--- src/rtl/regfile_port_sequencer.sv ---
// regfile_port_sequencer: serialises operand reads and writebacks onto one shared register-file port.
// Optional ZERO_REG_EN: register 0 reads as zero and ignores writes.
module regfile_port_sequencer #(
    parameter int DATA_W = 32,
    parameter int ADDR_W = 5
) (
    input  logic              clk,
    input  logic              reset,
    input  logic              rd_req_valid,
    output logic              rd_req_ready,
    input  logic [ADDR_W-1:0] rd_rs1,
    input  logic [ADDR_W-1:0] rd_rs2,
    output logic              rd_rsp_valid,
    input  logic              rd_rsp_ready,
    output logic [DATA_W-1:0] rd_op1,
    output logic [DATA_W-1:0] rd_op2,
    input  logic              wr_valid,
    output logic              wr_ready,
    input  logic [ADDR_W-1:0] wr_addr,
    input  logic [DATA_W-1:0] wr_data,
    output logic              rf_write_enable,
    output logic [ADDR_W-1:0] rf_address,
    output logic [DATA_W-1:0] rf_data_in,
    input  logic [DATA_W-1:0] rf_data_out
);
    typedef enum logic [1:0] {IDLE, RD1, RD2, RSP} state_t;
    typedef enum logic {READ, WRITE} grant_t;

    state_t            state;
    grant_t            last_grant;
    logic [ADDR_W-1:0] rs1_q, rs2_q;
    logic              wr_grant, rd_grant;
    logic [DATA_W-1:0] rd_val;

    // On contention in IDLE the requester not served last time wins
    assign wr_grant = !reset && wr_valid &&
                      (state == RSP || (state == IDLE && (!rd_req_valid || last_grant == READ)));
    assign rd_grant = !reset && state == IDLE && rd_req_valid && (!wr_valid || last_grant == WRITE);
    assign wr_ready     = wr_grant;
    assign rd_req_ready = rd_grant;

`ifdef ZERO_REG_EN
    assign rf_write_enable = wr_grant && wr_addr != '0;
    assign rd_val          = rf_address == '0 ? '0 : rf_data_out;
`else
    assign rf_write_enable = wr_grant;
    assign rd_val          = rf_data_out;
`endif

    assign rf_address = wr_grant ? wr_addr : state == RD1 ? rs1_q : state == RD2 ? rs2_q : '0;
    assign rf_data_in = wr_grant ? wr_data : '0;

    always_ff @(posedge clk or posedge reset) begin
        if (reset) begin
            state        <= IDLE;
            last_grant   <= READ;
            rs1_q        <= '0;
            rs2_q        <= '0;
            rd_op1       <= '0;
            rd_op2       <= '0;
            rd_rsp_valid <= 1'b0;
        end else begin
            case (state)
                IDLE: begin
                    if (wr_grant)
                        last_grant <= WRITE;
                    if (rd_grant) begin
                        last_grant <= READ;
                        rs1_q      <= rd_rs1;
                        rs2_q      <= rd_rs2;
                        state      <= RD1;
                    end
                end
                RD1: begin
                    rd_op1 <= rd_val;
                    if (rs1_q == rs2_q) begin
                        rd_op2       <= rd_val;
                        rd_rsp_valid <= 1'b1;
                        state        <= RSP;
                    end else begin
                        state <= RD2;
                    end
                end
                RD2: begin
                    rd_op2       <= rd_val;
                    rd_rsp_valid <= 1'b1;
                    state        <= RSP;
                end
                RSP: begin
                    if (rd_rsp_ready) begin
                        rd_rsp_valid <= 1'b0;
                        state        <= IDLE;
                    end
                end
                default: state <= IDLE;
            endcase
        end
    end
endmodule

--- config.mk ---
export PLATFORM = sky130hd
export DESIGN_NAME = regfile_port_sequencer
export DESIGN_NICKNAME = d
export VERILOG_FILES = /design/src/rtl/regfile_port_sequencer.sv
export SDC_FILE = /design/constraint.sdc
export NUM_CORES = 1
export LEC_CHECK = 0
export ABC_CLOCK_PERIOD_IN_PS = 5500
export BUFFER_PORTS_ARGS = -buffer_cell sky130_fd_sc_hd__buf_2
export CAP_MARGIN = 15
export CORE_MARGIN = 4
export CORE_UTILIZATION = 40
export CTS_CLUSTER_DIAMETER = 200
export DETAILED_ROUTE_END_ITERATION = 7
export GPL_TIMING_DRIVEN = 0
export HOLD_SLACK_MARGIN = 0.08
export PLACE_DENSITY = 0.69
export SYNTH_ARGS = -nofsm -noshare
export SYNTH_HDL_FRONTEND = slang
export SYNTH_SLANG_ARGS = --single-unit
--- constraint.sdc ---
create_clock -name clk -period 5.5 [get_ports clk]
set_clock_uncertainty 0.1 [all_clocks]
set_input_delay 0.275 -clock clk [delete_from_list [all_inputs] [get_ports clk]]
set_output_delay 0.275 -clock clk [all_outputs]
set_load 0.01 [all_outputs]
-- After elaboration in Yosys (flattened, before gate mapping)
Cells that the tools add are included.
- $add $sub $neg: 0
- $mul: 0
- div/mod/pow operators: 0
- $lt $le $gt $ge: 0
- eq/ne operators: 7
- shift-type cells: 0
- multiplexer cells: 15
- bitwise operators: 1
- reduce and logical (&&, ||, !) cells: 21
- operators by type and width (operator ; number):
    $mux 32 ; 2
    $pmux 32 s2 ; 1
    $mux 5 ; 3
    $pmux 2 s4 ; 1
    $reduce_and 2->1 ; 4
    $logic_and 1x1->1 ; 6
    $eq 5x5->1 ; 1
    $mux 1 ; 5
    $eq 2x2->1 const B ; 2
    $mux 2 ; 2
    $ne 2x2->1 const B ; 2
    $reduce_bool 2->1 ; 2
    $logic_not 1->1 ; 3
    $logic_or 1x1->1 ; 3
    $pmux 1 s3 ; 1
    $reduce_and 3->1 ; 1
    $reduce_bool 3->1 ; 1
    $eq 2x1->1 const B ; 1
    $logic_not 2->1 ; 1
    $ne 2x1->1 const B ; 1
    $not 1->1 ; 1
- register bits after elaboration: 78
- latch bits: 0
- memory bits (writable): 0
- ROM bits: 0
- input bits: 84
- output and inout bits: 105
- logic and storage cells: 51
- memories kept: 0

-- Depth between registers and ports, before layout
Gate-level depths: netlist (run 1).
- word-level depth: 7
- depth in mapped cells: 8
- mapped depth without buffers: 6

-- Worst setup path after synthesis (run 1)
OpenSTA, ideal clock, no wires.
- path type: input port to output port
- start point: in reset
- end point: out rf_address[0]
- arrival: 2781 ps
- data required time: 5125 ps
- slack: 2344 ps
- cell stages on the path: 5
- path buffers: 1
- cell sequence: inv_1 -> o211a_1 -> buf_2 -> nand2_1 -> o21ai_0
- word-level cells in the longest chain between the ends: 4
- ends and longest elaborated chain (element ; RTL line ; RTL):
    start: declaration ; 8 ; input logic reset,
    $logic_not 1->1 (no line) ; n/a ;
    $logic_and 1x1->1 (2 in a row) ; 36 ; assign wr_grant = !reset && wr_valid &&
    named net rf_write_enable ; 21 ; output logic rf_write_enable,
    $mux 5 ; 50 ; assign rf_address = wr_grant ? wr_addr : state == RD1 ? rs1_q : state == RD2 ? rs2_q : '0;
    end: declaration ; 22 ; output logic [ADDR_W-1:0] rf_address,
The timed path passes the listed nets, and every way through them passes these cells.

-- Final worst setup path (run 1)
- start point: in reset
- end point: out rf_address[1]
- word-level cells in the longest chain between the ends: 4
- ends and longest elaborated chain (element ; RTL line):
    $logic_not 1->1 (no line) ; n/a
    $logic_and 1x1->1 (2 in a row) ; 36
    $mux 5 ; 50
No other way between the ends.

==> run summary, run 1 <==
status -> complete, no violations
Overflow after GRT -> 0
chip height -> 114 um
initial drt markers -> 278
Placed Area -> 5660 sq um
Slew headroom -> 0.641
post-synthesis sequential area ratio -> 0.432
VDD IR-drop max -> 302 uV
number of core rows -> 38
met1 Use GR -> 0.295
synthesized cell area -> 4520 sq um
Tcrit/Tclk final -> 0.532
Post-Syn Area per Cell -> 9.30 sq um
setup ws final -> 2.58 ns
GR peak layer -> met2
Worst Setup End Kind -> output port
total CTS buffers -> 9
initial core utilization -> 0.413
Mapped Nets -> 574
number of synthesized register bits -> 78
worst-margin pin slew -> 0.538 ns
final instance area -> 6050 sq um
Crit path largest cell delay -> 0.53 ns
largest net degree at the start of global routing -> 47
max frequency -> 0.342 GHz
CTS Sinks -> 78
clock root cell -> clkbuf_16
critical path class -> in -> out
cell family with most CP delay -> buffers and inverters
Antenna Cells -> 0
Vias/cell -> 5.39
CP most frequent cell -> buf_2
final hold violations -> 0
Synth Warn # -> 0
number of global-route vias before repair -> 4,499
initial antenna violation count -> 0
final wirelength -> 14,500 um
Post-Syn Instances -> 486
Critical path buffers and inverters -> 6
Routed Antenna Nets -> 0
critical path data arrival time -> 2.55 ns
nets@finish -> 785
commonest cells after routing, fill and taps aside -> buf_2 (208), dfrtp_1 (78), nand2_1 (44), mux2_2 (43), o21ai_0 (38)
Tot GR Track Use -> 0.218
DIE WIDTH -> 114 um
I/O pin cnt -> 189
post-cts repair resize count -> 0
final setup fails -> 0
setup_tns -> 0 ns
PD cells -> 685 nW/um^2
post-DP HPWL -> 10,500 um
Util after Layout -> 0.553
clk_lat worst skew -> 0.34 ns
Post-Place Worst Slack -> 3.10 ns
# DRC -> 0
met3 GRT Util -> 0.0481
max_cap viols -> 0
first-pass GRT wire length -> 22,900 um
Unique masters post-synth -> 31
H-tree depth -> 3
crit path time final -> 2.92 ns
GPL Wtd Cong -> 0.776
Hold Path Class -> in -> reg
critical-path maximum fanout -> 46
DR vias -> 4,529
Clk pin slew, worst setup/hold paths -> 0.06 ns
RSZ-0062 raised after global routing -> no
CP Cell Sequence -> dlygate4sd3_1 > buf_2 > inv_4 > buf_16 > o211a_1 > buf_2 > nand2_1 > o21ai_0 > buf_2
Worst EP required -> 5.12 ns
Critical Path Slowest Stage Cell -> dlygate4sd3_1
Layout Cells excl Fill -> 841
post-DR wirelength/cell -> 17.2 um
DR pass1 iterations -> 5
dpl cells -> 815
Die ar. -> 13,100 sq um
CTS tree -> yes
met2 usage -> 0.349
IO buf count -> 188
fin. max-slew vios -> 0
layout cells sized above 1 -> 0.398
CORE AREA -> 10,900 sq um
commonest non-fill, non-tap cell in the layout -> buf_2
startpoint types -> primary input
Syn-to-layout area delta -> 33.9%
CTS Buffer Depth -> 2
Leakage -> 2.91 nW
## where the power goes
| part | leakage (nW) | internal [W] | total [W] | switching, W |
|---|---|---|---|---|
| Combinational | 1.86 | 0.000986 | 0.00246 | 0.00148 |
| Sequential | 0.919 | 0.000891 | 0.00112 | 0.000233 |
| Clock | 0.137 | 0.000325 | 0.000556 | 0.000231 |
## through the flow
stage	hold slack, ns	power (W)
floorplan	0.325	0.00272
global placement	0.384	0.00346
detailed placement	0.234	0.00358
CTS	0.0925	0.00415
global route	0.102	0.00447
finish	0.107	0.00414
## layout make-up
class	instances	area, sq um
multi-input cells	324	2190
fillers	1004	4890
well taps	140	175
plain buffers	47	239
clock buffers	11	253
clock inverters	4	22.5
inverters	37	141
repair buffers	200	1080
flip-flops and latches	78	1950
## repair_timing
item,4_1_cts,5_1_grt
buffers inserted,0,0
hold endpoints to repair,45,0
hold buffers,11,0
endpoints found under the setup margin,0,0
## cell usage after synthesis (all sizes together)
library cell,number,share of area
nor2,10,0.0089
buf,26,0.035
a311oi,1,0.0019
clkbuf,21,0.018
a211o,1,0.0019
o21ai,39,0.043
a32oi,1,0.0019
a21boi,1,0.0017
mux2,43,0.11
or2,1,0.0014
nand2b,2,0.0028
ha,4,0.011
nor3,1,0.0022
dfrtp,78,0.43
o211a,1,0.0022
inv,37,0.031
and2,32,0.044
a31oi,32,0.044
nand3b,32,0.053
o211ai,32,0.053
xor2,5,0.0097
nand4,33,0.046
nand3,1,0.0011
and4b,1,0.0022
a21oi,7,0.0078
nand2,44,0.037
## state kept, by name, summed over array words and instances (netlist names)
| register | count |
|---|---|
| last_grant | 1 |
| rd_op1 | 32 |
| rd_op2 | 32 |
| rd_rsp_valid | 1 |
| rs1_q | 5 |
| rs2_q | 5 |
| state | 2 |
## path summary, 6_finish.rpt
| kind | startpoint | end | slack [ns] | depth (start not counted) |
|---|---|---|---|---|
| max in group asynchronous | reset | rd_op1[4]$_DFFE_PP0P_ | 4.30 | 4 |
| min in group asynchronous | reset | rd_op1[20]$_DFFE_PP0P_ | 0.41 | 3 |
| hold reg to reg | rd_op1[21]$_DFFE_PP0P_ | rd_op1[21]$_DFFE_PP0P_ | 0.40 | 1 |
| hold / removal | rf_data_out[16] | rd_op1[16]$_DFFE_PP0P_ | 0.11 | 2 |
| setup reg to reg | state[0]$_DFFE_PP0P_ | rd_op2[26]$_DFFE_PP0P_ | 3.34 | 7 |
| setup / recovery | reset | rf_address[1] | 2.58 | 9 |
## worst register-to-register path, stage by stage (launching register included)
cell	delay (ns)
dfrtp_1	0.40
inv_1	0.10
ha_1	0.28
buf_2	0.17
buf_2	0.26
clkbuf_1	0.44
nand4_1	0.19
o211ai_1	0.14
## layer usage
metal | up-vias | routed length, um | part of all wire
li1 | 2147 | - | -
met5 | - | 0 | 0
met1 | 2201 | 6250 | 0.43
met2 | 169 | 7040 | 0.49
met4 | 0 | 161 | 0.011
met3 | 12 | 997 | 0.069
## cell families (layout without fill, tap and decap cells)
| family | Yosys count | in the layout | share of synthesized area |
|---|---|---|---|
| multiplexers | 43 | 43 | 0.107 |
| adder cells (fa/ha/maj) | 4 | 4 | 0.0111 |
| buffers and inverters | 84 | 299 | 0.0836 |
| flip-flops | 78 | 78 | 0.432 |
| AND/OR/NAND/NOR | 157 | 157 | 0.198 |
| AO/OA/AOI/OAI | 115 | 115 | 0.158 |
| XOR/XNOR | 5 | 5 | 0.00969 |
Note: power is estimated with default switching activity, not from simulation.
==> run 2, diff against run 1 <==
--- a/config.mk
+++ b/config.mk
@@ -5,7 +5,7 @@
 export SDC_FILE = /design/constraint.sdc
 export NUM_CORES = 1
 export LEC_CHECK = 0
-export ABC_CLOCK_PERIOD_IN_PS = 5500
+export ABC_CLOCK_PERIOD_IN_PS = 2800
 export BUFFER_PORTS_ARGS = -buffer_cell sky130_fd_sc_hd__buf_2
 export CAP_MARGIN = 15
 export CORE_MARGIN = 4
==> constraint.sdc (replaced) <==
create_clock -name clk -period 2.8 [get_ports clk]
set_clock_uncertainty 0.1 [all_clocks]
set_input_delay 0.14 -clock clk [delete_from_list [all_inputs] [get_ports clk]]
set_output_delay 0.14 -clock clk [all_outputs]
set_load 0.01 [all_outputs]
==> run 2 against run 1 <==
Compared with the run above:
- design area rose by 5.9%
- flip-flop and latch count stayed put
- utilization grew 3.3 points
- non-clock buffer count grew 34
- combinational power is 100% higher
- via count increased by 6.3%
- power grew 99%
- cell count is 4.3% higher
- critical path depth unchanged
- clock-buffer cell count unchanged
- die area is the same
- critical path type is now reg -> out
- highest routed layer unchanged
==> run summary, run 2 (synthesis gave the netlist of run 1 again) <==
status -> complete, no violations
DR vias -> 4,814
crit path time final -> 2.59 ns
H-tree depth -> 3
CTS Buffer Depth -> 2
layout cells sized above 1 -> 0.381
final wirelength -> 15,200 um
cell depth of the worst flop-to-flop path -> 7
largest net degree at the start of global routing -> 36
Worst Setup End Kind -> output port
# DRC -> 0
Setup crit start -> state[0]$_DFFE_PP0P_
Design Power -> 0.00826 W
chip height -> 114 um
max_cap viols -> 0
Layout fillers -> 955
Worst EP required -> 2.56 ns
critical path class -> reg -> out
met1 Use GR -> 0.306
critical path data arrival time -> 2.35 ns
Layout Cells excl Fill -> 877
Vias/cell -> 5.49
Hold Path Class -> in -> reg
Worst setup endpoint -> rf_address[1]
initial antenna violation count -> 0
post-DR wirelength/cell -> 17.3 um
met2 usage -> 0.366
worst-margin pin slew -> 0.551 ns
Syn-to-layout area delta -> 41.8%
CTS tree -> yes
first-pass GRT wire length -> 23,900 um
commonest cells after routing, fill and taps aside -> buf_2 (208), dfrtp_1 (78), nand2_1 (44), dlygate4sd3_1 (44), mux2_2 (43)
VDD IR-drop max -> 561 uV
dpl cells -> 816
Antenna Cells -> 0
CTS Sinks -> 78
Tcrit/Tclk final -> 0.926
met3 GRT Util -> 0.0365
R2R Setup Slk -> 0.66 ns
fin. max-slew vios -> 0
clk_lat worst skew -> 0.33 ns
RSZ-0062 raised after global routing -> no
max frequency -> 0.386 GHz
Clk pin slew, worst setup/hold paths -> 0.06 ns
CP Cell Sequence -> inv_1 > ha_1 > buf_2 > a21boi_0 > o211a_1 > buf_2 > nand2_1 > o21ai_0 > buf_2
Slew headroom -> 0.631
GR peak layer -> met2
post-DP HPWL -> 10,700 um
final setup fails -> 0
PD cells -> 1290 nW/um^2
Die ar. -> 13,100 sq um
post-CTS setup repair buffer count -> 0
Overflow after GRT -> 0
Tot GR Track Use -> 0.226
worst hold start -> rd_req_valid
Critical Path Slowest Stage Cell -> dfrtp_1
commonest non-fill, non-tap cell in the layout -> buf_2
startpoint types -> flip-flop
initial core utilization -> 0.413
CORE AREA -> 10,900 sq um
final hold violations -> 0
FF-to-FF Start -> state[0]$_DFFE_PP0P_
critical-path maximum fanout -> 11
number of core rows -> 38
Regs by FF count -> rd_op1: 32 flops, rd_op2: 32 flops
I/O pin cnt -> 189
Leakage -> 3.06 nW
worst r2r dst -> rd_op2[10]$_DFFE_PP0P_
IO buf count -> 188
Crit path largest cell delay -> 0.41 ns
clock root cell -> clkbuf_16
GPL Wtd Cong -> 0.784
total CTS buffers -> 9
DR pass1 iterations -> 5
CP most frequent cell -> buf_2
DIE WIDTH -> 114 um
initial drt markers -> 305
Routed Antenna Nets -> 0
number of global-route vias before repair -> 4,770
nets@finish -> 820
-- run 2: cell types whose count changed in the layout (fill, tap and decap cells not counted), sizes merged --
cell,delta
bufinv,+1
inv,-1
dlygate4sd3,+33
clkinv,+1
clkinvlp,+1
buf,+1
-- run 2: how the worst min path moves through the flow --
stage                     cells past startpoint  slack (ns)                endpoint
after floorplan                               1        0.19    rs1_q[4]$_DFFE_PP0P_
after global placement                        2        0.27    rs1_q[1]$_DFFE_PP0P_
after detailed placement                      2        0.10  rd_op2[23]$_DFFE_PP0P_
after CTS                                     3        0.14    rs1_q[4]$_DFFE_PP0P_
after global routing                          3        0.16    rs1_q[4]$_DFFE_PP0P_
final                                         3        0.14    rs1_q[4]$_DFFE_PP0P_
-- run 2: metal layers --
metal | vias to the layer above | share of wire
met5 | - | 0
met4 | 0 | 0.015
met3 | 22 | 0.062
met2 | 222 | 0.51
met1 | 2344 | 0.41
li1 | 2226 | -
-- run 2: cell type report --
class / count / area, sq um / share of cell area
Clock inverter: 5 / 50.0 / 0.00781
Timing Repair Buffer: 234 / 1420 / 0.222
Timing Repair inverter: 1 / 5.00 / 0.000781
Multi-Input combinational cell: 324 / 2190 / 0.342
Sequential cell: 78 / 1950 / 0.305
Inverter: 37 / 143 / 0.0223
Clock buffer: 11 / 233 / 0.0363
Tap cell: 140 / 175 / 0.0273
Buffer: 47 / 240 / 0.0375
-- run 2: repair_timing --
item / CTS / global route
hold buffers: 44 / 0
resized for setup: 0 / 2
endpoints found under the hold margin: 94 / 0
endpoints found under the setup margin: 0 / 4
-- run 2: power by group --
group	internal [W]	total, W	switching [W]
clock	0.000684	0.00113	0.000450
sequential	0.00175	0.00220	0.000454
combinational	0.00197	0.00492	0.00295
total	0.00440	0.00826	0.00385
-- run 2: critical path: cells and delay by family (launching register included) --
family,cells,cell delay (ns)
adders and majority gates,1,0.15
and+or+nand+nor,1,0.09
AOI/OAI and AO/OA,3,0.61
buffers and inverters,4,0.75
DFF,1,0.41
-- run 2: stage by stage --
stage	instance area [sq um]	util	TNS (ns)	hold WS, ns	setup slack (ns)
2_1_floorplan	4520	-	0	0.190	0.303
3_3_place_gp	5640	0.516	-18.22	0.274	-0.522
3_5_place_dp	5680	0.519	0	0.105	0.559
4_1_cts	6400	0.585	0	0.136	0.165
5_1_grt	6410	0.586	0	0.160	0.0351
6_report	6410	0.586	0	0.141	0.207
==> run 3, diff against run 2 <==
--- a/config.mk
+++ b/config.mk
@@ -5,7 +5,7 @@
 export SDC_FILE = /design/constraint.sdc
 export NUM_CORES = 1
 export LEC_CHECK = 0
-export ABC_CLOCK_PERIOD_IN_PS = 2800
+export ABC_CLOCK_PERIOD_IN_PS = 2600
 export BUFFER_PORTS_ARGS = -buffer_cell sky130_fd_sc_hd__buf_2
 export CAP_MARGIN = 15
 export CORE_MARGIN = 4
==> constraint.sdc (replaced) <==
create_clock -name clk -period 2.6 [get_ports clk]
set_clock_uncertainty 0.1 [all_clocks]
set_input_delay 0.13 -clock clk [delete_from_list [all_inputs] [get_ports clk]]
set_output_delay 0.13 -clock clk [all_outputs]
set_load 0.01 [all_outputs]
==> run 3 against run 2 <==
Compared with the run above:
- flip-flop and latch count unchanged
- power is 8.0% higher
- sequential share of layout area down 0.11 points
- highest routed layer unchanged
- non-clock buffer count increased by 1
- design area rose by 0.37%
- clock power increased by 8%
- sequential power rose by 8%
- register-to-register slack got worse by 0.33 ns
- hold slack worse by 0.0064 ns
==> run summary, run 3 (synthesis gave the netlist of run 1 again) <==
Clk pin slew, worst setup/hold paths -> 0.06 ns
cell family with most CP delay -> buffers and inverters
CORE AREA -> 10,900 sq um
Die ar. -> 13,100 sq um
CTS Sinks -> 78
commonest non-fill, non-tap cell in the layout -> buf_2
Routed Antenna Nets -> 0
GPL Wtd Cong -> 0.784
Crit path depth -> 9
Tot GR Track Use -> 0.226
PD cells -> 1390 nW/um^2
commonest cells after routing, fill and taps aside -> buf_2 (207), dfrtp_1 (78), dlygate4sd3_1 (45), nand2_1 (44), mux2_2 (43)
number of core rows -> 38
critical path data arrival time -> 2.24 ns
cell depth of the worst flop-to-flop path -> 6
nets@finish -> 820
Overflow after GRT -> 0
fin. max-slew vios -> 0
Worst Setup End Kind -> output port
Regs by FF count -> rd_op1: 32 flops, rd_op2: 32 flops
register area -> 1950 sq um
Tcrit/Tclk final -> 0.952
Antenna Cells -> 0
final setup fails -> 0
VDD IR-drop max -> 595 uV
number of global-route vias before repair -> 4,785
initial antenna violation count -> 0
first-pass GRT wire length -> 24,000 um
# DRC -> 0
layout cells sized above 1 -> 0.383
setup ws final -> 0.126 ns
crit path time final -> 2.47 ns
initial core utilization -> 0.413
CTS tree -> yes
RSZ-0062 raised after global routing -> no
post-DR wirelength/cell -> 17.3 um
largest net degree at the start of global routing -> 36
max frequency -> 0.404 GHz
Vias/cell -> 5.45
top layer in use -> met4
Layout fillers -> 951
clock root cell -> clkbuf_16
DR vias -> 4,781
wire length on met2 -> 7660 um
Worst EP required -> 2.37 ns
Leakage -> 3.06 nW
total CTS buffers -> 9
Hold Path Class -> in -> reg
Critical path buffers and inverters -> 5
Critical Path Slowest Stage Cell -> dfrtp_1
clk_lat worst skew -> 0.33 ns
Design Power -> 0.00892 W
Slew headroom -> 0.412
setup_tns -> 0 ns
H-tree depth -> 3
Post-Place Worst Slack -> 0.369 ns
Crit path largest cell delay -> 0.39 ns
DR pass1 iterations -> 5
multi-input logic area -> 2190 sq um
I/O pin cnt -> 189
IO buf count -> 188
CP Cell Sequence -> inv_1 > ha_1 > buf_2 > a21boi_1 > o211a_2 > buf_12 > clkbuf_2 > and2_1 > buf_2
status -> complete, no violations
post-DP HPWL -> 10,700 um
initial drt markers -> 322
DR WL met3 -> 872 um
met1 WL -> 6460 um
CTS Buffer Depth -> 2
critical path class -> reg -> out
Hold Path Depth -> 3
DIE WIDTH -> 114 um
final hold violations -> 0
CP most frequent cell -> buf_2
Hold WS -> 0.134 ns
final wirelength -> 15,200 um
Syn-to-layout area delta -> 42.3%
critical-path maximum fanout -> 10
chip height -> 114 um
startpoint types -> flip-flop
max_cap viols -> 0
worst-margin pin slew -> 0.879 ns
[run 3: cell count changes in the layout (fill, tap and decap cells not counted)]
cell	delta
a21boi_0	-1
a21boi_1	+1
buf_12	+1
buf_2	-1
clkbuf_1	-1
clkbuf_4	+1
clkinvlp_2	-1
dlygate4sd3_1	+1
o211a_1	-1
o211a_2	+1
o21ai_0	-2
o21ai_1	+2
[run 3: layout make-up]
class	count	area share
plain buffers	46	0.0372
clock buffers	11	0.0362
clock inverters	5	0.00778
inverters	37	0.0222
multi-input cells	324	0.340
flip-flops and latches	78	0.304
well taps	140	0.0272
repair buffers	236	0.226
[run 3: path summary, 6_finish.rpt]
| check | start | end | slack (ns) |
|---|---|---|---|
| worst max-delay path | state[0]$_DFFE_PP0P_ | rf_data_in[20] | 0.13 |
| worst min-delay path | rd_req_valid | rs1_q[4]$_DFFE_PP0P_ | 0.13 |
| worst max register to register | state[1]$_DFFE_PP0P_ | rd_op2[24]$_DFFE_PP0P_ | 0.33 |
| worst min register to register | rd_op1[8]$_DFFE_PP0P_ | rd_op1[8]$_DFFE_PP0P_ | 0.40 |
| max in group asynchronous | reset | rs1_q[0]$_DFFE_PP0P_ | 0.78 |
| min in group asynchronous | reset | rd_op2[24]$_DFFE_PP0P_ | 0.32 |
[run 3: layer usage]
| layer | global-route usage | vias up |
|---|---|---|
| li1 | - | 2227 |
| met1 | 0.307 | 2320 |
| met2 | 0.366 | 211 |
| met4 | 0.0823 | 0 |
| met3 | 0.0370 | 23 |
| met5 | 0 | - |
[run 3: report_power, final]
part / internal, W / leakage (nW) / switching, W
Sequential: 0.00189 / 0.919 / 0.000491
Combinational: 0.00214 / 2.00 / 0.00319
Clock: 0.000737 / 0.143 / 0.000481
Total: 0.00476 / 3.06 / 0.00416
[run 3: metrics by stage]
stage,instance area [sq um],utilization,instances
3_3_place_gp,5640,0.516,814
4_1_cts,6410,0.586,877
3_5_place_dp,5680,0.519,816
6_report,6430,0.588,877
2_1_floorplan,4520,-,486
5_1_grt,6430,0.588,877
[run 3: worst register-to-register path: stages, from the launching register on]
cell	delay, ns
dfrtp_1	0.42
inv_1	0.09
ha_1	0.41
clkbuf_1	0.42
clkbuf_1	0.45
nand2_1	0.12
o211ai_1	0.19
[run 3: timing repair]
item	CTS	global route
pin swaps	0	1
buffers inserted	0	1
setup endpoints to repair	1	11
hold endpoints to repair	94	0
gates resized for setup	1	5
hold buffers	45	0
